`config.mk`:
```
export PLATFORM = sky130hd
export DESIGN_NAME = sort_arbiter
export DESIGN_NICKNAME = d
export VERILOG_FILES = /design/src/rtl/sort_arbiter.sv
export SDC_FILE = /design/constraint.sdc
export NUM_CORES = 1
export LEC_CHECK = 0
export ABC_AREA = 0
export BUFFER_PORTS_ARGS = -buffer_cell sky130_fd_sc_hd__buf_2
export CORE_MARGIN = 5
export CORE_UTILIZATION = 42
export DETAILED_ROUTE_END_ITERATION = 16
export PLACE_DENSITY = 0.77
export SETUP_SLACK_MARGIN = 0.1
export SLEW_MARGIN = 20
export SYNTH_ARGS = -nofsm -noshare
export SYNTH_HDL_FRONTEND = slang
export SYNTH_SLANG_ARGS = --single-unit
```
`constraint.sdc`:
```
create_clock -name clk_i -period 1.7 [get_ports clk_i]
set_clock_uncertainty 0.2 [all_clocks]
set_input_delay 0.085 -clock clk_i [delete_from_list [all_inputs] [get_ports clk_i]]
set_output_delay 0.085 -clock clk_i [all_outputs]
set_load 0.05 [all_outputs]
```
`src/rtl/sort_arbiter.sv`:
```
// sort_arbiter: two-requester round-robin front end for a packet sorter.
// A requester wins a grant with val && sop, streams its packet through a
// one-cycle register into the sorter, and the arbiter then waits until the
// sorter has emitted the sorted packet (srt_val_i && srt_eop_i) before
// granting again. The sorted stream is re-registered and tagged with id_o,
// the owner of the packet.
//
// Ports:
//   clk_i, srst_i               clock, asynchronous active-high reset
//   val/sop/eop/data{0,1}_i     requester packet streams
//   ready{0,1}_o                word accepted when val && ready
//   srt_{val,sop,eop,data}_o    stream into the sorter (registered)
//   srt_{val,sop,eop,data}_i    sorted stream from the sorter
//   srt_busy_i                  sorter busy, blocks new grants
//   {val,sop,eop,data}_o, id_o  sorted stream, one register after srt_*_i
//   busy_o                      arbiter not idle
//   err_o                       one-cycle pulse on a truncated packet
//
// Optional feature: define SORT_ARB_LEN_GUARD_EN to cut packets at
// 2**AWIDTH words (forced eop, err_o pulse, remainder drained).
module sort_arbiter #(
  parameter int DWIDTH = 8,
  parameter int AWIDTH = 9
) (
  input  logic              clk_i,
  input  logic              srst_i,
  input  logic              val0_i,
  input  logic              sop0_i,
  input  logic              eop0_i,
  input  logic [DWIDTH-1:0] data0_i,
  output logic              ready0_o,
  input  logic              val1_i,
  input  logic              sop1_i,
  input  logic              eop1_i,
  input  logic [DWIDTH-1:0] data1_i,
  output logic              ready1_o,
  output logic              srt_val_o,
  output logic              srt_sop_o,
  output logic              srt_eop_o,
  output logic [DWIDTH-1:0] srt_data_o,
  input  logic              srt_val_i,
  input  logic              srt_sop_i,
  input  logic              srt_eop_i,
  input  logic [DWIDTH-1:0] srt_data_i,
  input  logic              srt_busy_i,
  output logic              val_o,
  output logic              sop_o,
  output logic              eop_o,
  output logic [DWIDTH-1:0] data_o,
  output logic              id_o,
  output logic              busy_o,
  output logic              err_o
);

  typedef enum logic [1:0] {IDLE, FWD, DRAIN, WAIT} state_t;

  state_t state, state_nxt;

  logic              gnt;       // owner of the current packet
  logic              last;      // port served last, for round-robin ties
  logic              first_p0;  // next forwarded word is the packet head
  logic              req0, req1, pick, start;
  logic              sel_val, sel_eop;
  logic [DWIDTH-1:0] sel_data;
  logic              active, acc, fwd_acc, trunc;

  logic              srt_val_p0, srt_sop_p0, srt_eop_p0;
  logic [DWIDTH-1:0] srt_data_p0;
  logic              val_p1, sop_p1, eop_p1;
  logic [DWIDTH-1:0] data_p1;

  assign req0 = val0_i & sop0_i;
  assign req1 = val1_i & sop1_i;

  // Tie goes to the port not served last; a lone request simply wins.
  always_comb begin
    if (req0 && req1) pick = ~last;
    else              pick = ~req0;
  end

  assign start    = (state == IDLE) && (req0 || req1) && !srt_busy_i;
  assign sel_val  = gnt ? val1_i  : val0_i;
  assign sel_eop  = gnt ? eop1_i  : eop0_i;
  assign sel_data = gnt ? data1_i : data0_i;
  assign active   = (state == FWD) || (state == DRAIN);
  assign acc      = active && sel_val;
  assign fwd_acc  = acc && (state == FWD);

`ifdef SORT_ARB_LEN_GUARD_EN
  logic [AWIDTH:0] cnt;
  logic            err_p0;

  // cnt holds the number of words already forwarded, so this fires on the
  // 2**AWIDTH-th word when it does not carry its own eop.
  assign trunc = fwd_acc && !sel_eop && (cnt == {1'b0, {AWIDTH{1'b1}}});

  always_ff @(posedge clk_i or posedge srst_i) begin
    if (srst_i) begin
      cnt    <= '0;
      err_p0 <= 1'b0;
    end else begin
      err_p0 <= trunc;
      if (start)        cnt <= '0;
      else if (fwd_acc) cnt <= cnt + 1'b1;
    end
  end

  assign err_o = err_p0;
`else
  wire [AWIDTH:0] unused_len = '0;

  assign trunc = 1'b0;
  assign err_o = 1'b0;
`endif

  always_ff @(posedge clk_i or posedge srst_i) begin
    if (srst_i) state <= IDLE;
    else        state <= state_nxt;
  end

  always_comb begin
    state_nxt = state;
    case (state)
      IDLE:    if (start) state_nxt = FWD;
      FWD: begin
        if (acc && sel_eop) state_nxt = WAIT;
        else if (trunc)     state_nxt = DRAIN;
      end
      DRAIN:   if (acc && sel_eop) state_nxt = WAIT;
      WAIT:    if (srt_val_i && srt_eop_i) state_nxt = IDLE;
      default: state_nxt = IDLE;
    endcase
  end

  always_comb begin
    ready0_o = 1'b0;
    ready1_o = 1'b0;
    busy_o   = (state != IDLE);
    if (active) begin
      ready0_o = ~gnt;
      ready1_o = gnt;
    end
  end

  // Stage p0: accepted word registered toward the sorter
  always_ff @(posedge clk_i or posedge srst_i) begin
    if (srst_i) begin
      srt_val_p0  <= 1'b0;
      srt_sop_p0  <= 1'b0;
      srt_eop_p0  <= 1'b0;
      srt_data_p0 <= '0;
      first_p0    <= 1'b0;
      gnt         <= 1'b0;
      last        <= 1'b1;
    end else begin
      srt_val_p0 <= fwd_acc;
      // sop is regenerated from packet position, masking repeats mid-packet
      srt_sop_p0 <= fwd_acc && first_p0;
      srt_eop_p0 <= fwd_acc && (sel_eop || trunc);
      if (fwd_acc) begin
        srt_data_p0 <= sel_data;
        first_p0    <= 1'b0;
      end
      if (start) begin
        gnt      <= pick;
        last     <= pick;
        first_p0 <= 1'b1;
      end
    end
  end

  // Stage p1: sorted stream from the sorter re-registered
  always_ff @(posedge clk_i or posedge srst_i) begin
    if (srst_i) begin
      val_p1  <= 1'b0;
      sop_p1  <= 1'b0;
      eop_p1  <= 1'b0;
      data_p1 <= '0;
    end else begin
      val_p1  <= srt_val_i;
      sop_p1  <= srt_sop_i;
      eop_p1  <= srt_eop_i;
      data_p1 <= srt_data_i;
    end
  end

  assign srt_val_o  = srt_val_p0;
  assign srt_sop_o  = srt_sop_p0;
  assign srt_eop_o  = srt_eop_p0;
  assign srt_data_o = srt_data_p0;
  assign val_o      = val_p1;
  assign sop_o      = sop_p1;
  assign eop_o      = eop_p1;
  assign data_o     = data_p1;
  // The grant register keeps the owner until the next grant, which cannot
  // happen before the sorted eop has been registered.
  assign id_o       = gnt;

endmodule

```
After elaboration in Yosys (flattened, before gate mapping)

Cells that the tools add are included.

Word-level logic and storage cells: 52
Output and inout port bits: 27
Register bits: 27

Mux-type cells: 12
Equal/unequal tests: 6
Bitwise logic cells: 5
Reduce and logical (&&, ||, !) cells: 17

Operators by type and width:

| cell                                                 | number |
|---|---|
| logical AND 1 bit                                    | 9 |
| two-way mux 8 bit                                    | 1 |
| two-way mux 1 bit                                    | 7 |
| two-way mux 2 bit                                    | 3 |
| one-hot mux 2 bit (3 select lines)                   | 1 |
| equality test 2 bit (second input constant)          | 2 |
| != test 2 bit (second input constant)                | 2 |
| nonzero test 2 bit                                   | 2 |
| inverter 1 bit                                       | 3 |
| AND reduction 3 bit                                  | 1 |
| bitwise AND 1 bit                                    | 2 |
| equality test 2 x 1 -> 1 bit (second input constant) | 1 |
| zero test 2 bit                                      | 1 |
| logical OR 1 bit                                     | 2 |
| != test 2 x 1 -> 1 bit (second input constant)       | 1 |
| OR reduction 2 bit                                   | 1 |
| zero test 1 bit                                      | 1 |

Logic depth before layout (Yosys ltp)

Gate-level depths: netlist of the first run.

Depth after elaboration: 6
Gate-level depth with buffers: 7
Gate-level depth less buffers: 6

Least setup slack after synthesis of the first run

Ideal clock, no wire load.

Path kind: register -> output
From: register gnt (netlist: id_o)
To: output ready0_o
Setup slack: -0.229 ns
Stages on the path, launching flop included: 4
Path buffers: 2
Data arrival time: 1.644 ns
Cells stage by stage: dfrtp_1 > buf_2 > buf_2 > nor2_1

Word-level cells in the longest chain between the ends: 2

Ends and longest elaborated chain:

| item                     | RTL line | RTL |
|---|---|---|
| start: declaration       | 59       | `logic gnt;` |
| start signal: assignment | 165      | `gnt <= pick;` |
| inverter 1 bit           | 140      | `ready0_o = ~gnt;` |
| two-way mux 1 bit        | 139      | `if (active) begin` |
| end: declaration         | 31       | `output logic ready0_o,` |

No other way between the ends.

Worst setup path in the final report of the first run

From: register state[1]
To: output ready1_o

Word-level cells in the longest chain between the ends: 3

Ends and longest elaborated chain:

| item                                                                       | RTL line | RTL |
|---|---|---|
| start: declaration                                                         | 57       | `state_t state, state_nxt;` |
| start signal: assignment                                                   | 118      | `else state <= state_nxt;` |
| equality test 2 x 1 -> 1 bit / equality test 2 bit (equally long branches) | 85       | `assign active = (state == FWD) \|\| (state == DRAIN);` |
| logical OR 1 bit (*)                                                       | 85       |  |
| two-way mux 1 bit (*)                                                      | 139      |  |
| end: declaration                                                           | 36       | `output logic ready1_o,` |

Every way passes the cells marked *; elsewhere a longest branch is shown, timed or not.

==> impl_results.html, run 1 <==
<table>
<tr><th>Metric</th><th>Value</th></tr>
<tr><th colspan="2">Timing</th></tr>
<tr><td>Final setup violation count</td><td>0</td></tr>
<tr><td>Number of failing hold endpoints at the final stage</td><td>0</td></tr>
<tr><td>Actual slew at the worst max-slew pin</td><td>around 530 ps</td></tr>
<tr><td>Highest clock frequency the design can meet</td><td>around 0.6 GHz</td></tr>
<tr><td>Final-layout worst hold slack</td><td>roughly 24 ps</td></tr>
<tr><td>Post-route fraction of the period consumed by the critical path</td><td>0.952</td></tr>
<tr><td>Unrepaired setup endpoints after global routing</td><td>yes</td></tr>
<tr><td>Relative max-transition margin</td><td>0.642</td></tr>
<tr><td>Max Transition Viols Final</td><td>0</td></tr>
<tr><td>Clock period minus worst slack</td><td>1620 ps</td></tr>
<tr><th colspan="2">Synth</th></tr>
<tr><td>Commonest cells post-synth</td><td>26 x dfrtp_1, 10 x a21oi_1, 10 x mux2i_1</td></tr>
<tr><td>EDFF count, synth</td><td>0</td></tr>
<tr><td>Number of standard cells after synthesis</td><td>between 90 and 100</td></tr>
<tr><td>Share of the yosys chip area belonging to registers</td><td>0.612</td></tr>
<tr><td>Most common flop cell mapped by yosys</td><td>dfrtp_1</td></tr>
<tr><td>Synth area leader</td><td>dfrtp_1</td></tr>
<tr><td>Proportion of synthesized flip-flops having asynchronous set or reset</td><td>1.00</td></tr>
<tr><td>Synth unique cells</td><td>23</td></tr>
<tr><td>Net count of the mapped netlist</td><td>130</td></tr>
<tr><td>Most frequently used cell type in the post-synthesis netlist</td><td>dfrtp_1</td></tr>
<tr><td>Synthesis warning total</td><td>0</td></tr>
<tr><td>Seq cells post-synth</td><td>27</td></tr>
<tr><td>Avg Synthesized Cell Area</td><td>between 10 and 15 sq um</td></tr>
<tr><td>Combined area of all synthesized cells</td><td>around 1100 sq um</td></tr>
<tr><td>Cell types with the largest area share after synthesis</td><td>dfrtp_1 59%, mux2i_1 9.0%, a21oi_1 4.5%, ha_1 3.4%, nor2_1 3.1%</td></tr>
<tr><td>Portion of synthesized cell area occupied by the leading cell type</td><td>0.588</td></tr>
<tr><th colspan="2">Final layout</th></tr>
<tr><td>Area growth from synthesis to layout</td><td>72.7%</td></tr>
<tr><td>Count of nets after finishing</td><td>~230</td></tr>
<tr><td>Count of inserted antenna diode cells</td><td>0</td></tr>
<tr><td>Design area</td><td>between 1500 and 2000 sq um</td></tr>
<tr><td>Layout cells sized above 1</td><td>0.464</td></tr>
<tr><th colspan="2">Floorplan</th></tr>
<tr><td>Floorplan Core Area</td><td>between 2000 and 2500 sq um</td></tr>
<tr><td>Total die area</td><td>3760 sq um</td></tr>
<tr><td>Initial Util</td><td>0.442</td></tr>
<tr><td>Number of top-level design ports</td><td>63</td></tr>
<tr><td>Chip Height</td><td>between 60 and 70 um</td></tr>
<tr><td>Die X-Extent</td><td>61.3 um</td></tr>
<tr><td>Placement row count</td><td>18</td></tr>
<tr><th colspan="2">Clocking</th></tr>
<tr><td>Clock H-tree levels</td><td>1</td></tr>
<tr><td>Clock latency on the worst-skew pair</td><td>about 310 ps</td></tr>
<tr><td>Max clock buf depth</td><td>2</td></tr>
<tr><td>Sink Count</td><td>27</td></tr>
<tr><td>Post-CTS clock slew at the launch and capture registers of the worst setup and hold paths</td><td>around 140 ps</td></tr>
<tr><td>TritonCTS Buffers</td><td>3</td></tr>
<tr><td>CTS tree</td><td>yes</td></tr>
<tr><td>Cell at the root of the clock tree</td><td>clkbuf_4</td></tr>
<tr><th colspan="2">Route</th></tr>
<tr><td>DRC errors left</td><td>0</td></tr>
<tr><td>Avg WL per Cell</td><td>14.5 um</td></tr>
<tr><td>Post-detailed-routing wire length</td><td>approximately 3.2 mm</td></tr>
<tr><td>Number of detailed-routing iterations run before antenna repair</td><td>4</td></tr>
<tr><td>Ratio of routed vias to standard cells</td><td>approximately 4.7</td></tr>
<tr><td>Detailed Route Iter0 Violations</td><td>26</td></tr>
<tr><td>Number of vias after detailed routing</td><td>1055</td></tr>
<tr><td>Antenna-violating nets left</td><td>0</td></tr>
<tr><th colspan="2">Worst setup path</th></tr>
<tr><td>Depth of the worst register-to-register path</td><td>5</td></tr>
<tr><td>Worst setup path endpoint</td><td>ready1_o</td></tr>
<tr><td>Count of cell instances traversed by the critical path</td><td>4</td></tr>
<tr><td>FF-to-FF setup slack</td><td>around 90 ps</td></tr>
<tr><td>Kind of cell adding the most delay to the critical path</td><td>flip-flops</td></tr>
<tr><td>Startpoint of the worst setup timing path</td><td>state[1]</td></tr>
<tr><td>Worst setup path class</td><td>register to output pin</td></tr>
<tr><td>CP cell instances</td><td>inv_2 &gt; ha_4 &gt; and2_4 &gt; buf_8</td></tr>
<tr><td>Crit path DAT</td><td>between 1000 and 1500 ps</td></tr>
<tr><td>Worst r2r src</td><td>state[0]</td></tr>
<tr><td>Critical-path maximum fanout</td><td>3</td></tr>
<tr><td>Largest stage delay on the critical path</td><td>a little over 400 ps</td></tr>
<tr><td>Kind of end point of the critical path</td><td>output pin</td></tr>
<tr><td>Master of the slowest instance on the critical path</td><td>dfrtp_1</td></tr>
<tr><td>Kind of launch point of the worst setup path</td><td>register</td></tr>
<tr><td>Reg-to-Reg End</td><td>state[0]</td></tr>
<tr><td>Critical path required time</td><td>about 1400 ps</td></tr>
<tr><td>Combined buffer and inverter count along the critical path</td><td>2</td></tr>
<tr><th colspan="2">Power</th></tr>
<tr><td>Clk network pwr share</td><td>0.084</td></tr>
<tr><td>Leakage power summed over all cells</td><td>roughly 0.95 nW</td></tr>
<tr><td>IR drop worst, VDD</td><td>between 0.001 and 0.0015 V</td></tr>
<tr><td>Switching power as a share of total power</td><td>0.483</td></tr>
<tr><td>Power density over the cells</td><td>between 1500 and 2000 nW/um^2</td></tr>
<tr><td>Internal power of the cells</td><td>between 0.0015 and 0.002 W</td></tr>
<tr><td>Share of total power in sequential cells</td><td>0.305</td></tr>
<tr><td>Combinational cell fraction of total power</td><td>0.611</td></tr>
<tr><td>Reported net switching power</td><td>approximately 0.0015 W</td></tr>
<tr><th colspan="2">Global route</th></tr>
<tr><td>Number of global-route vias before repair</td><td>1046</td></tr>
<tr><td>Grt total ovfl</td><td>0</td></tr>
<tr><td>Global Route Usage Sum</td><td>0.166</td></tr>
<tr><td>Pin count of the biggest net entering global routing</td><td>21</td></tr>
<tr><td>Wire length of the first global-routing pass</td><td>4.53 mm</td></tr>
<tr><td>Antenna violations before repair</td><td>0</td></tr>
<tr><th colspan="2">Placed design</th></tr>
<tr><td>Buffers on Ports</td><td>61</td></tr>
<tr><td>Post-DP HPWL</td><td>around 2 mm</td></tr>
<tr><td>Post-placement cell area</td><td>1450 sq um</td></tr>
<tr><td>Routability Congestion</td><td>just under 0.8</td></tr>
<tr><th colspan="2">Hold path</th></tr>
<tr><td>Min-delay worst type</td><td>input pin to async pin</td></tr>
<tr><th colspan="2">Run</th></tr>
<tr><td>Number of maximum-capacitance constraint violations</td><td>0</td></tr>
<tr><th colspan="2">Outcome</th></tr>
<tr><td>Result of the run</td><td>finished, final reports clean</td></tr>
</table>
[worst register-to-register path: cells and delay by family, from the launching register on]
family                     cells  cell delay, ps
muxes                          1             170
buffers and inverters          1             160
adders and majority gates      1             170
DFF                            1             420
AOI/OAI and AO/OA              2             430
[per-layer routing]
layer | track usage | vias to the layer above | part of all wire
li1 | - | 507 | -
met1 | 0.181 | 496 | 0.36
met2 | 0.320 | 50 | 0.53
met3 | 0.0335 | 2 | 0.096
met4 | 0.0464 | 0 | 0.0068
met5 | 0 | - | 0
[stage by stage]
step	power [W]	setup slack [ps]	util	cells	TNS, ps
global route	0.00333	-10.4	0.764	224	-10.4
detailed placement	0.00255	27.9	0.580	180	0
finish	0.00315	81.8	0.764	224	0
floorplan	0.00223	94.2	-	91	0
global placement	0.00252	81.6	0.580	180	0
CTS	0.00302	87.8	0.744	220	0
[flip-flops by register name, summed over array words and instances (netlist names)]
name,cells
data_o,8
srt_data_o,8
state,2
eop_o,1
first_p0,1
id_o,1
last,1
sop_o,1
srt_eop_o,1
srt_sop_o,1
srt_val_o,1
val_o,1
[cell families after synthesis]
group,count (synthesis),share of synthesized area
DFF,27,0.612
and+or+nand+nor,22,0.0961
AOI/OAI and AO/OA,19,0.121
muxes,10,0.0905
buffers and inverters,9,0.0430
adders and majority gates,3,0.0339
other,1,0.00339
[worst min path at each step]
stage           endpoint  cells past startpoint
5_1_grt        data_o[5]                      3
6_report       data_o[2]                      3
3_5_place_dp   data_o[3]                      2
3_3_place_gp   data_o[3]                      2
2_1_floorplan  data_o[0]                      0
4_1_cts        data_o[2]                      3
[layout by cell type, fill, tap and decap left out, types with 2 or more instances in the layout]
cell / count
nor2_1: 8
dfrtp_1: 25
inv_2: 3
nand2_1: 4
nand3_1: 3
nor2b_1: 2
inv_1: 2
and2_4: 2
dlygate4sd3_1: 33
o21ai_0: 3
nor2_4: 2
clkbuf_4: 3
ha_4: 2
a21oi_1: 9
mux2i_1: 9
buf_2: 58
buf_4: 10
[final cells by class]
class                           count  area (sq um)
Sequential cell                    27           678
Clock buffer                        3          22.5
Tap cell                           30          37.5
Multi-Input combinational cell     55           427
Timing Repair Buffer              103           722
Fill cell                         149           589
Inverter                            5          18.8
Clock inverter                      1          5.00
[power by group through the flow]
stage	registers (W)	logic, W	clock network (W)
2_1_floorplan	0.00142	0.000808	0
3_3_place_gp	0.000967	0.00156	0
3_5_place_dp	0.000970	0.00158	0
4_1_cts	0.000958	0.00180	0.000269
5_1_grt	0.000983	0.00205	0.000297
6_report	0.000961	0.00193	0.000265
[timing repair]
action	4_1_cts	5_1_grt
endpoints found under the setup margin	14	14
endpoints found under the hold margin	48	0
gates resized for setup	10	8
pin swaps	3	2
hold buffers	33	0
setup buffers	3	4
Power figures use the tool's default switching activity.
==> run 2, diff against run 1 <==
--- a/config.mk
+++ b/config.mk
@@ -8,9 +8,9 @@
 export ABC_AREA = 0
 export BUFFER_PORTS_ARGS = -buffer_cell sky130_fd_sc_hd__buf_2
 export CORE_MARGIN = 5
-export CORE_UTILIZATION = 42
+export CORE_UTILIZATION = 38
 export DETAILED_ROUTE_END_ITERATION = 16
-export PLACE_DENSITY = 0.77
+export PLACE_DENSITY = 0.73
 export SETUP_SLACK_MARGIN = 0.1
 export SLEW_MARGIN = 20
 export SYNTH_ARGS = -nofsm -noshare
==> constraint.sdc (replaced) <==
create_clock -name clk_i -period 1.4 [get_ports clk_i]
set_clock_uncertainty 0.2 [all_clocks]
set_input_delay 0.07 -clock clk_i [delete_from_list [all_inputs] [get_ports clk_i]]
set_output_delay 0.07 -clock clk_i [all_outputs]
set_load 0.05 [all_outputs]
==> run 2 against run 1 <==
Register-to-register slack worse by 440 ps. Die area up 8.8%. Sequential share of layout area shrank 6.3 points. Utilization up 7.2 points. Critical path type unchanged. The run now ends with negative setup slack left. Sequential power grew 25%. Critical path depth is 1 higher. Sequential cell count stayed put. Final cell count up 8.5%.
==> impl_results.html, run 2 (synthesis results as in run 1) <==
<table>
<tr><th>Metric</th><th>Value</th></tr>
<tr><th colspan="2">Outcome</th></tr>
<tr><td>Result of the run</td><td>finished, violations left</td></tr>
<tr><td>Failing checks</td><td>negative setup slack</td></tr>
<tr><th colspan="2">Clocking</th></tr>
<tr><td>Number of buffers inserted by hold repair at cts</td><td>34 (+3.0%)</td></tr>
<tr><td>TritonCTS Buffers</td><td>3 (unchanged)</td></tr>
<tr><td>Cell at the root of the clock tree</td><td>clkbuf_4</td></tr>
<tr><td>Max clock buf depth</td><td>2 (unchanged)</td></tr>
<tr><td>Clock latency on the worst-skew pair</td><td>330 ps (+20 ps)</td></tr>
<tr><td>Sink Count</td><td>27 (unchanged)</td></tr>
<tr><td>Clock H-tree levels</td><td>1 (unchanged)</td></tr>
<tr><td>CTS tree</td><td>yes</td></tr>
<tr><td>Post-CTS clock slew at the launch and capture registers of the worst setup and hold paths</td><td>150 ps (about the same)</td></tr>
<tr><th colspan="2">Global route</th></tr>
<tr><td>Antenna violations before repair</td><td>0 (unchanged)</td></tr>
<tr><td>Met2 Use GR</td><td>0.374 (+0.0541)</td></tr>
<tr><td>GR met3 Demand/Resource</td><td>0.0420 (+0.00849)</td></tr>
<tr><td>Top Usage Layer GRT</td><td>met2</td></tr>
<tr><td>Met1 Use GR</td><td>0.206 (+0.0244)</td></tr>
<tr><td>Number of global-route vias before repair</td><td>1312 (+25%)</td></tr>
<tr><td>Pin count of the biggest net entering global routing</td><td>24 (+14%)</td></tr>
<tr><td>Grt total ovfl</td><td>0 (unchanged)</td></tr>
<tr><td>Global Route Usage Sum</td><td>0.197 (+0.0308)</td></tr>
<tr><td>Wire length of the first global-routing pass</td><td>6.19 mm (+37%)</td></tr>
<tr><th colspan="2">Timing</th></tr>
<tr><td>Setup slack of the critical path after layout</td><td>-348 ps (-430 ps)</td></tr>
<tr><td>Sum of negative setup slack</td><td>-4860 ps (-4860 ps)</td></tr>
<tr><td>Post-route fraction of the period consumed by the critical path</td><td>1.25</td></tr>
<tr><td>Final setup violation count</td><td>19 (+19)</td></tr>
<tr><td>Clock period minus worst slack</td><td>around 1700 ps</td></tr>
<tr><td>Final-layout worst hold slack</td><td>1.05 ps (-22.9 ps)</td></tr>
<tr><td>Highest clock frequency the design can meet</td><td>approximately 0.57 GHz</td></tr>
<tr><td>Number of failing hold endpoints at the final stage</td><td>0 (unchanged)</td></tr>
<tr><td>Unrepaired setup endpoints after global routing</td><td>yes</td></tr>
<tr><td>Max Transition Viols Final</td><td>0 (unchanged)</td></tr>
<tr><th colspan="2">Floorplan</th></tr>
<tr><td>Chip Height</td><td>64.0 um (+4.3%)</td></tr>
<tr><td>Total die area</td><td>4090 sq um (+8.8%)</td></tr>
<tr><td>Number of top-level design ports</td><td>63 (unchanged)</td></tr>
<tr><td>Initial Util</td><td>0.398 (-0.0448)</td></tr>
<tr><td>Die X-Extent</td><td>64.0 um (+4.3%)</td></tr>
<tr><td>Placement row count</td><td>19 (+1)</td></tr>
<tr><td>Floorplan Core Area</td><td>2780 sq um (+11%)</td></tr>
<tr><th colspan="2">Worst setup path</th></tr>
<tr><td>Count of cell instances traversed by the critical path</td><td>5 (+1)</td></tr>
<tr><td>Kind of end point of the critical path</td><td>output pin</td></tr>
<tr><td>FF-to-FF setup slack</td><td>-350 ps (-440 ps)</td></tr>
<tr><td>Critical path required time</td><td>1130 ps (-280 ps)</td></tr>
<tr><td>Kind of launch point of the worst setup path</td><td>register</td></tr>
<tr><td>Master of the slowest instance on the critical path</td><td>dfrtp_1</td></tr>
<tr><td>Worst r2r src</td><td>state[0]</td></tr>
<tr><td>Crit path DAT</td><td>1480 ps (+150 ps)</td></tr>
<tr><td>Reg-to-Reg End</td><td>srt_data_o[6]</td></tr>
<tr><td>CP cell instances</td><td>inv_2 &gt; ha_4 &gt; buf_6 &gt; and2_4 &gt; buf_8</td></tr>
<tr><td>Largest stage delay on the critical path</td><td>440 ps (+30 ps)</td></tr>
<tr><td>Worst setup path class</td><td>register to output pin</td></tr>
<tr><td>Depth of the worst register-to-register path</td><td>9 (+4)</td></tr>
<tr><td>Kind of cell adding the most delay to the critical path</td><td>flip-flops</td></tr>
<tr><td>Combined buffer and inverter count along the critical path</td><td>3 (+1)</td></tr>
<tr><td>Critical-path maximum fanout</td><td>2 (-1)</td></tr>
<tr><th colspan="2">Run</th></tr>
<tr><td>Number of maximum-capacitance constraint violations</td><td>0 (unchanged)</td></tr>
<tr><th colspan="2">Hold path</th></tr>
<tr><td>Worst hold path cell count</td><td>5</td></tr>
<tr><td>Min-delay worst type</td><td>input pin to register</td></tr>
<tr><td>Start point of the worst hold path</td><td>srt_busy_i</td></tr>
<tr><td>Hold worst-path end</td><td>state[0]</td></tr>
<tr><th colspan="2">Power</th></tr>
<tr><td>Combinational cell fraction of total power</td><td>0.702 (+0.091)</td></tr>
<tr><td>Clk network pwr share</td><td>0.067 (-0.017)</td></tr>
<tr><td>Switching power as a share of total power</td><td>0.451 (-0.0321)</td></tr>
<tr><td>IR drop worst, VDD</td><td>0.00186 V (+43%)</td></tr>
<tr><td>Reported net switching power</td><td>0.00235 W (+54%)</td></tr>
<tr><td>Share of total power in sequential cells</td><td>0.231 (-0.074)</td></tr>
<tr><td>Internal power of the cells</td><td>0.00286 W (+76%)</td></tr>
<tr><td>Power density over the cells</td><td>2240 nW/um^2 (+36%)</td></tr>
<tr><td>Leakage power summed over all cells</td><td>1.10 nW (+16%)</td></tr>
<tr><td>Power, Total</td><td>0.00521 W (+65%)</td></tr>
<tr><th colspan="2">Final layout</th></tr>
<tr><td>Commonest cells after routing, fill and taps aside</td><td>54 x buf_2, 34 x dlygate4sd3_1, 25 x dfrtp_1</td></tr>
<tr><td>Area growth from synthesis to layout</td><td>110%</td></tr>
<tr><td>Design area</td><td>2330 sq um (+22%)</td></tr>
<tr><td>Most common cell after layout, fill and taps aside</td><td>buf_2</td></tr>
<tr><td>Layout cells sized above 1</td><td>0.623 (+0.159)</td></tr>
<tr><td>Count of nets after finishing</td><td>252 (+7.7%)</td></tr>
<tr><td>Count of inserted antenna diode cells</td><td>0 (unchanged)</td></tr>
<tr><td>Util after Layout</td><td>0.836 (+0.0720)</td></tr>
<tr><td>Filler Cells Inserted</td><td>137 (-8.1%)</td></tr>
<tr><th colspan="2">Route</th></tr>
<tr><td>Antenna-violating nets left</td><td>0 (unchanged)</td></tr>
<tr><td>Ratio of routed vias to standard cells</td><td>4.93 (+4.7%)</td></tr>
<tr><td>DRC errors left</td><td>0 (unchanged)</td></tr>
<tr><td>Number of vias after detailed routing</td><td>1198 (+14%)</td></tr>
<tr><td>Post-detailed-routing wire length</td><td>4.34 mm (+34%)</td></tr>
<tr><td>Avg WL per Cell</td><td>17.9 um (+24%)</td></tr>
<tr><td>Detailed Route Iter0 Violations</td><td>23 (-12%)</td></tr>
<tr><td>Number of detailed-routing iterations run before antenna repair</td><td>4 (unchanged)</td></tr>
<tr><th colspan="2">Placed design</th></tr>
<tr><td>Buffers on Ports</td><td>61 (unchanged)</td></tr>
<tr><td>Post-DP HPWL</td><td>2.23 mm (+13%)</td></tr>
<tr><td>Post-placement cell area</td><td>1530 sq um (+5.8%)</td></tr>
<tr><td>Routability Congestion</td><td>0.733 (-7.0%)</td></tr>
</table>
==> run 2: cell count changes in the layout (fill, tap and decap cells not counted), moves of 5 or more <==
cell,previous run,this run
nor2_1,8,0
a21oi_1,9,2
a21oi_2,1,8
buf_6,1,8
nor2_2,0,5
==> run 2: per-layer routing <==
layer	share of wire	wire length (um)
met3	0.048	209
met1	0.36	1550
met4	0.026	115
met2	0.57	2470
met5	0	0
==> run 2: through the flow <==
step,instances,setup WS (ps)
floorplan,91,-183
global placement,188,-176
detailed placement,188,-288
CTS,239,-295
global route,243,-414
finish,243,-348
==> run 2: power groups by stage <==
| stage | Clock (W) | Combinational [W] | Sequential (W) |
|---|---|---|---|
| after floorplan | 0 | 0.00101 | 0.00173 |
| after global placement | 0 | 0.00209 | 0.00116 |
| after detailed placement | 0 | 0.00216 | 0.00117 |
| after CTS | 0.000359 | 0.00315 | 0.00114 |
| after global routing | 0.000395 | 0.00384 | 0.00123 |
| final | 0.000351 | 0.00366 | 0.00120 |
==> run 2: how the worst max path moves through the flow <==
stage | start | slack [ps] | end
after global routing | state[0] | -410 | ready0_o
after CTS | state[1] | -300 | ready1_o
after detailed placement | state[0] | -290 | state[0]
after floorplan | id_o | -180 | srt_data_o[7]
after global placement | state[0] | -180 | state[0]
final | state[0] | -350 | ready1_o
==> run 2: worst min-delay path, cell delays in order <==
cell	delay, ps
buf_2	100
and2_4	150
a221oi_4	40
o21ai_2	50
mux2i_1	80
==> run 2: area by class of cell <==
type	instances	area [sq um]	area share
timing repair buffer	121	1010	0.434
sequential	27	678	0.292
multi-input combinational	55	547	0.235
tap	31	38.8	0.0167
inverter	5	23.8	0.0102
clock buffer	3	22.5	0.00968
clock inverter	1	7.51	0.00323
==> run 2: timing repair <==
action                                  CTS  global route
pin swaps                                 9             6
resized for setup                        36            36
buffers inserted                         12             6
cloned                                    2             0
endpoints found under the setup margin   20            23
hold endpoints to repair                 50             1
==> run 3, diff against run 2 <==
--- a/config.mk
+++ b/config.mk
@@ -5,7 +5,7 @@
 export SDC_FILE = /design/constraint.sdc
 export NUM_CORES = 1
 export LEC_CHECK = 0
-export ABC_AREA = 0
+export ABC_AREA = 1
 export BUFFER_PORTS_ARGS = -buffer_cell sky130_fd_sc_hd__buf_2
 export CORE_MARGIN = 5
 export CORE_UTILIZATION = 38
==> run 3 against run 2 <==
The run still ends with negative setup slack left. Final cell count up 6.2%. Synthesized area up 0.90%. Via count up 2.2%. Critical path type is now register to register. Synthesized cell count up 22%. Total power down 12%. Utilization down 6.7 points. Design area down 8.0%. Global-route usage down 1.6 points. Worst hold slack about the same. Routed wire length down 15%. Maximum frequency down 2.1%. Worst setup slack worse by 37 ps.
==> impl_results.html, run 3 <==
<table>
<tr><th>Metric</th><th>Value</th></tr>
<tr><th colspan="2">Placed design</th></tr>
<tr><td>Post-placement cell area</td><td>1590 sq um (+3.7%)</td></tr>
<tr><td>Post-DP HPWL</td><td>2.35 mm (+5.2%)</td></tr>
<tr><td>Buffers on Ports</td><td>61 (unchanged)</td></tr>
<tr><td>Routability Congestion</td><td>0.760 (+3.7%)</td></tr>
<tr><th colspan="2">Final layout</th></tr>
<tr><td>Count of inserted antenna diode cells</td><td>0 (unchanged)</td></tr>
<tr><td>Most common cell after layout, fill and taps aside</td><td>buf_2</td></tr>
<tr><td>Commonest cells after routing, fill and taps aside</td><td>56 x buf_2, 34 x dlygate4sd3_1, 27 x nand2_1</td></tr>
<tr><td>Design area</td><td>2140 sq um (-8.0%)</td></tr>
<tr><td>Area growth from synthesis to layout</td><td>91.8%</td></tr>
<tr><td>Total area of sequential cells</td><td>678 sq um (unchanged)</td></tr>
<tr><td>Filler Cells Inserted</td><td>174 (+27%)</td></tr>
<tr><td>Layout cells sized above 1</td><td>0.533 (-0.0896)</td></tr>
<tr><td>Count of nets after finishing</td><td>267 (+6.0%)</td></tr>
<tr><td>Multi-input gate area</td><td>453 sq um (-17%)</td></tr>
<tr><th colspan="2">Clocking</th></tr>
<tr><td>CTS tree</td><td>yes</td></tr>
<tr><td>TritonCTS Buffers</td><td>3 (unchanged)</td></tr>
<tr><td>Max clock buf depth</td><td>2 (unchanged)</td></tr>
<tr><td>Clock H-tree levels</td><td>1 (unchanged)</td></tr>
<tr><td>Number of buffers inserted by hold repair at cts</td><td>34 (unchanged)</td></tr>
<tr><td>Clock latency on the worst-skew pair</td><td>320 ps (about the same)</td></tr>
<tr><td>Post-CTS clock slew at the launch and capture registers of the worst setup and hold paths</td><td>150 ps (about the same)</td></tr>
<tr><td>Cell at the root of the clock tree</td><td>clkbuf_4</td></tr>
<tr><td>Sink Count</td><td>27 (unchanged)</td></tr>
<tr><th colspan="2">Global route</th></tr>
<tr><td>Grt total ovfl</td><td>0 (unchanged)</td></tr>
<tr><td>Pin count of the biggest net entering global routing</td><td>20 (-17%)</td></tr>
<tr><td>Antenna violations before repair</td><td>0 (unchanged)</td></tr>
<tr><td>Number of global-route vias before repair</td><td>1283 (-2.2%)</td></tr>
<tr><td>Global Route Usage Sum</td><td>0.181 (-0.0160)</td></tr>
<tr><td>Wire length of the first global-routing pass</td><td>5.93 mm (-4.1%)</td></tr>
<tr><th colspan="2">Worst setup path</th></tr>
<tr><td>Kind of end point of the critical path</td><td>register</td></tr>
<tr><td>Critical path required time</td><td>1460 ps (+330 ps)</td></tr>
<tr><td>Critical-path maximum fanout</td><td>6 (+4)</td></tr>
<tr><td>CP cell instances</td><td>inv_2 &gt; ha_4 &gt; buf_6 &gt; nand3_4 &gt; a21oi_4 &gt; buf_6 &gt; o211ai_1 &gt; nand2_1</td></tr>
<tr><td>Worst setup path class</td><td>register to register</td></tr>
<tr><td>Largest stage delay on the critical path</td><td>400 ps (-40 ps)</td></tr>
<tr><td>Kind of cell adding the most delay to the critical path</td><td>flip-flops</td></tr>
<tr><td>Kind of launch point of the worst setup path</td><td>register</td></tr>
<tr><td>FF-to-FF setup slack</td><td>-380 ps (-40 ps)</td></tr>
<tr><td>Crit path DAT</td><td>1850 ps (+370 ps)</td></tr>
<tr><td>Master of the slowest instance on the critical path</td><td>dfrtp_1</td></tr>
<tr><td>Cell seen most often among critical-path stages</td><td>buf_6</td></tr>
<tr><td>Combined buffer and inverter count along the critical path</td><td>3 (unchanged)</td></tr>
<tr><th colspan="2">Power</th></tr>
<tr><td>IR drop worst, VDD</td><td>0.00171 V (-8.1%)</td></tr>
<tr><td>Power density over the cells</td><td>2150 nW/um^2 (-4.2%)</td></tr>
<tr><td>Leakage power summed over all cells</td><td>1.11 nW (+0.72%)</td></tr>
<tr><th colspan="2">Floorplan</th></tr>
<tr><td>Chip Height</td><td>64.2 um (+0.38%)</td></tr>
<tr><td>Initial Util</td><td>0.401 (+0.00360)</td></tr>
<tr><td>Placement row count</td><td>19 (unchanged)</td></tr>
<tr><td>Die X-Extent</td><td>64.2 um (+0.38%)</td></tr>
<tr><td>Floorplan Core Area</td><td>2780 sq um (unchanged)</td></tr>
<tr><td>Number of top-level design ports</td><td>63 (unchanged)</td></tr>
<tr><td>Total die area</td><td>4120 sq um (+0.77%)</td></tr>
<tr><th colspan="2">Synth</th></tr>
<tr><td>Synth unique cells</td><td>20 (-13%)</td></tr>
<tr><td>Portion of synthesized cell area occupied by the leading cell type</td><td>0.583 (-0.00528)</td></tr>
<tr><td>Synthesis warning total</td><td>0 (unchanged)</td></tr>
<tr><td>EDFF count, synth</td><td>0 (unchanged)</td></tr>
<tr><td>Most common flop cell mapped by yosys</td><td>dfrtp_1</td></tr>
<tr><td>Proportion of synthesized flip-flops having asynchronous set or reset</td><td>1.00 (unchanged)</td></tr>
<tr><td>Net count of the mapped netlist</td><td>150 (+15%)</td></tr>
<tr><td>Cell types with the largest area share after synthesis</td><td>dfrtp_1 58%, nand2_1 11%, o211ai_1 4.7%, or2_2 4.5%, inv_1 3.7%</td></tr>
<tr><td>Most frequently used cell type in the post-synthesis netlist</td><td>nand2_1</td></tr>
<tr><td>Commonest cells post-synth</td><td>32 x nand2_1, 26 x dfrtp_1, 11 x inv_1</td></tr>
<tr><td>Seq cells post-synth</td><td>27 (unchanged)</td></tr>
<tr><td>Combined area of all synthesized cells</td><td>1120 sq um (+0.90%)</td></tr>
<tr><td>Synth area leader</td><td>dfrtp_1</td></tr>
<tr><td>Share of the yosys chip area belonging to registers</td><td>0.607 (-0.00549)</td></tr>
<tr><td>Number of standard cells after synthesis</td><td>111 (+22%)</td></tr>
<tr><td>Avg Synthesized Cell Area</td><td>10.1 sq um (-17%)</td></tr>
<tr><th colspan="2">Timing</th></tr>
<tr><td>Sum of negative setup slack</td><td>-4510 ps (+348 ps)</td></tr>
<tr><td>Max Transition Viols Final</td><td>0 (unchanged)</td></tr>
<tr><td>Highest clock frequency the design can meet</td><td>0.560 GHz (-2.1%)</td></tr>
<tr><td>Final setup violation count</td><td>17 (-2)</td></tr>
<tr><td>Setup slack of the critical path after layout</td><td>-385 ps (-36.8 ps)</td></tr>
<tr><td>Clock period minus worst slack</td><td>1780 ps (+36.8 ps)</td></tr>
<tr><td>Post-route fraction of the period consumed by the critical path</td><td>1.27 (+0.0263)</td></tr>
<tr><td>Number of failing hold endpoints at the final stage</td><td>0 (unchanged)</td></tr>
<tr><td>Unrepaired setup endpoints after global routing</td><td>yes</td></tr>
<tr><th colspan="2">Route</th></tr>
<tr><td>Avg WL per Cell</td><td>14.3 um (-20%)</td></tr>
<tr><td>Post-detailed-routing wire length</td><td>3.70 mm (-15%)</td></tr>
<tr><td>Number of detailed-routing iterations run before antenna repair</td><td>4 (unchanged)</td></tr>
<tr><td>Ratio of routed vias to standard cells</td><td>4.74 (-3.8%)</td></tr>
<tr><td>Detailed Route Iter0 Violations</td><td>42 (+83%)</td></tr>
<tr><td>Number of vias after detailed routing</td><td>1224 (+2.2%)</td></tr>
<tr><td>DRC errors left</td><td>0 (unchanged)</td></tr>
<tr><td>Antenna-violating nets left</td><td>0 (unchanged)</td></tr>
<tr><th colspan="2">Outcome</th></tr>
<tr><td>Failing checks</td><td>negative setup slack</td></tr>
<tr><td>Result of the run</td><td>finished, violations left</td></tr>
<tr><th colspan="2">Run</th></tr>
<tr><td>Number of maximum-capacitance constraint violations</td><td>0 (unchanged)</td></tr>
<tr><th colspan="2">Hold path</th></tr>
<tr><td>Min-delay worst type</td><td>input pin to register</td></tr>
</table>
==> run 3: where the power goes <==
| group | internal [W] | switching (W) | total, W |
|---|---|---|---|
| clock | 0.000111 | 0.000222 | 0.000334 |
| sequential | 0.00102 | 0.000118 | 0.00114 |
| combinational | 0.00125 | 0.00188 | 0.00313 |
| total | 0.00238 | 0.00222 | 0.00460 |
==> run 3: cell families after synthesis <==
group	Yosys count	synth area share
flip-flops	27	0.607
other	1	0.00336
AO/OA/AOI/OAI	15	0.0964
buffers and inverters	17	0.0717
adder cells (fa/ha/maj)	3	0.0336
AND/OR/NAND/NOR	48	0.188
==> run 3: worst paths after layout <==
check,from,to,cells after the start
hold reg to reg,srt_data_o[0],srt_data_o[0],2
hold / removal,val1_i,srt_val_o,4
min in group asynchronous,srst_i,id_o,3
setup reg to reg,state[0],srt_data_o[7],8
max in group asynchronous,srst_i,srt_sop_o,4
setup / recovery,state[0],srt_data_o[7],8
==> run 3: area by class of cell <==
type / instances / area share
timing repair buffer: 116 / 0.413
clock buffer: 4 / 0.0123
inverter: 13 / 0.0281
tap: 31 / 0.0181
multi-input combinational: 67 / 0.212
sequential: 27 / 0.317
==> run 3: metal layers <==
metal	wire length, um	global-route usage	vias up
met5	0	0	-
met4	142	0.0840	0
met3	340	0.0368	12
met2	1870	0.329	60
met1	1340	0.200	574
li1	-	-	578
==> run 3: worst register-to-register path: cells and delay by family, from the launching register on <==
| family | cells | cell delay (ps) |
|---|---|---|
| adders and majority gates | 1 | 290 |
| DFF | 1 | 400 |
| buffers and inverters | 3 | 320 |
| AOI/OAI and AO/OA | 2 | 350 |
| and+or+nand+nor | 2 | 190 |
==> run 3: stage by stage <==
stage / hold slack [ps] / power, W / utilization / std cells / setup slack [ps]
5_1_grt: -11.3 / 0.00485 / 0.770 / 258 / -467
6_report: 1.29 / 0.00460 / 0.770 / 258 / -385
3_3_place_gp: -142 / 0.00346 / 0.571 / 215 / -208
3_5_place_dp: -130 / 0.00352 / 0.571 / 215 / -251
2_1_floorplan: -98.6 / 0.00280 / - / 111 / -347
4_1_cts: -24.1 / 0.00447 / 0.762 / 257 / -344
==> run 3: timing repair <==
action                                  4_1_cts  5_1_grt
hold endpoints to repair                     53        1
buffers inserted                              4        1
pin swaps                                     5        6
resized for setup                            40        6
endpoints found under the setup margin       20       21
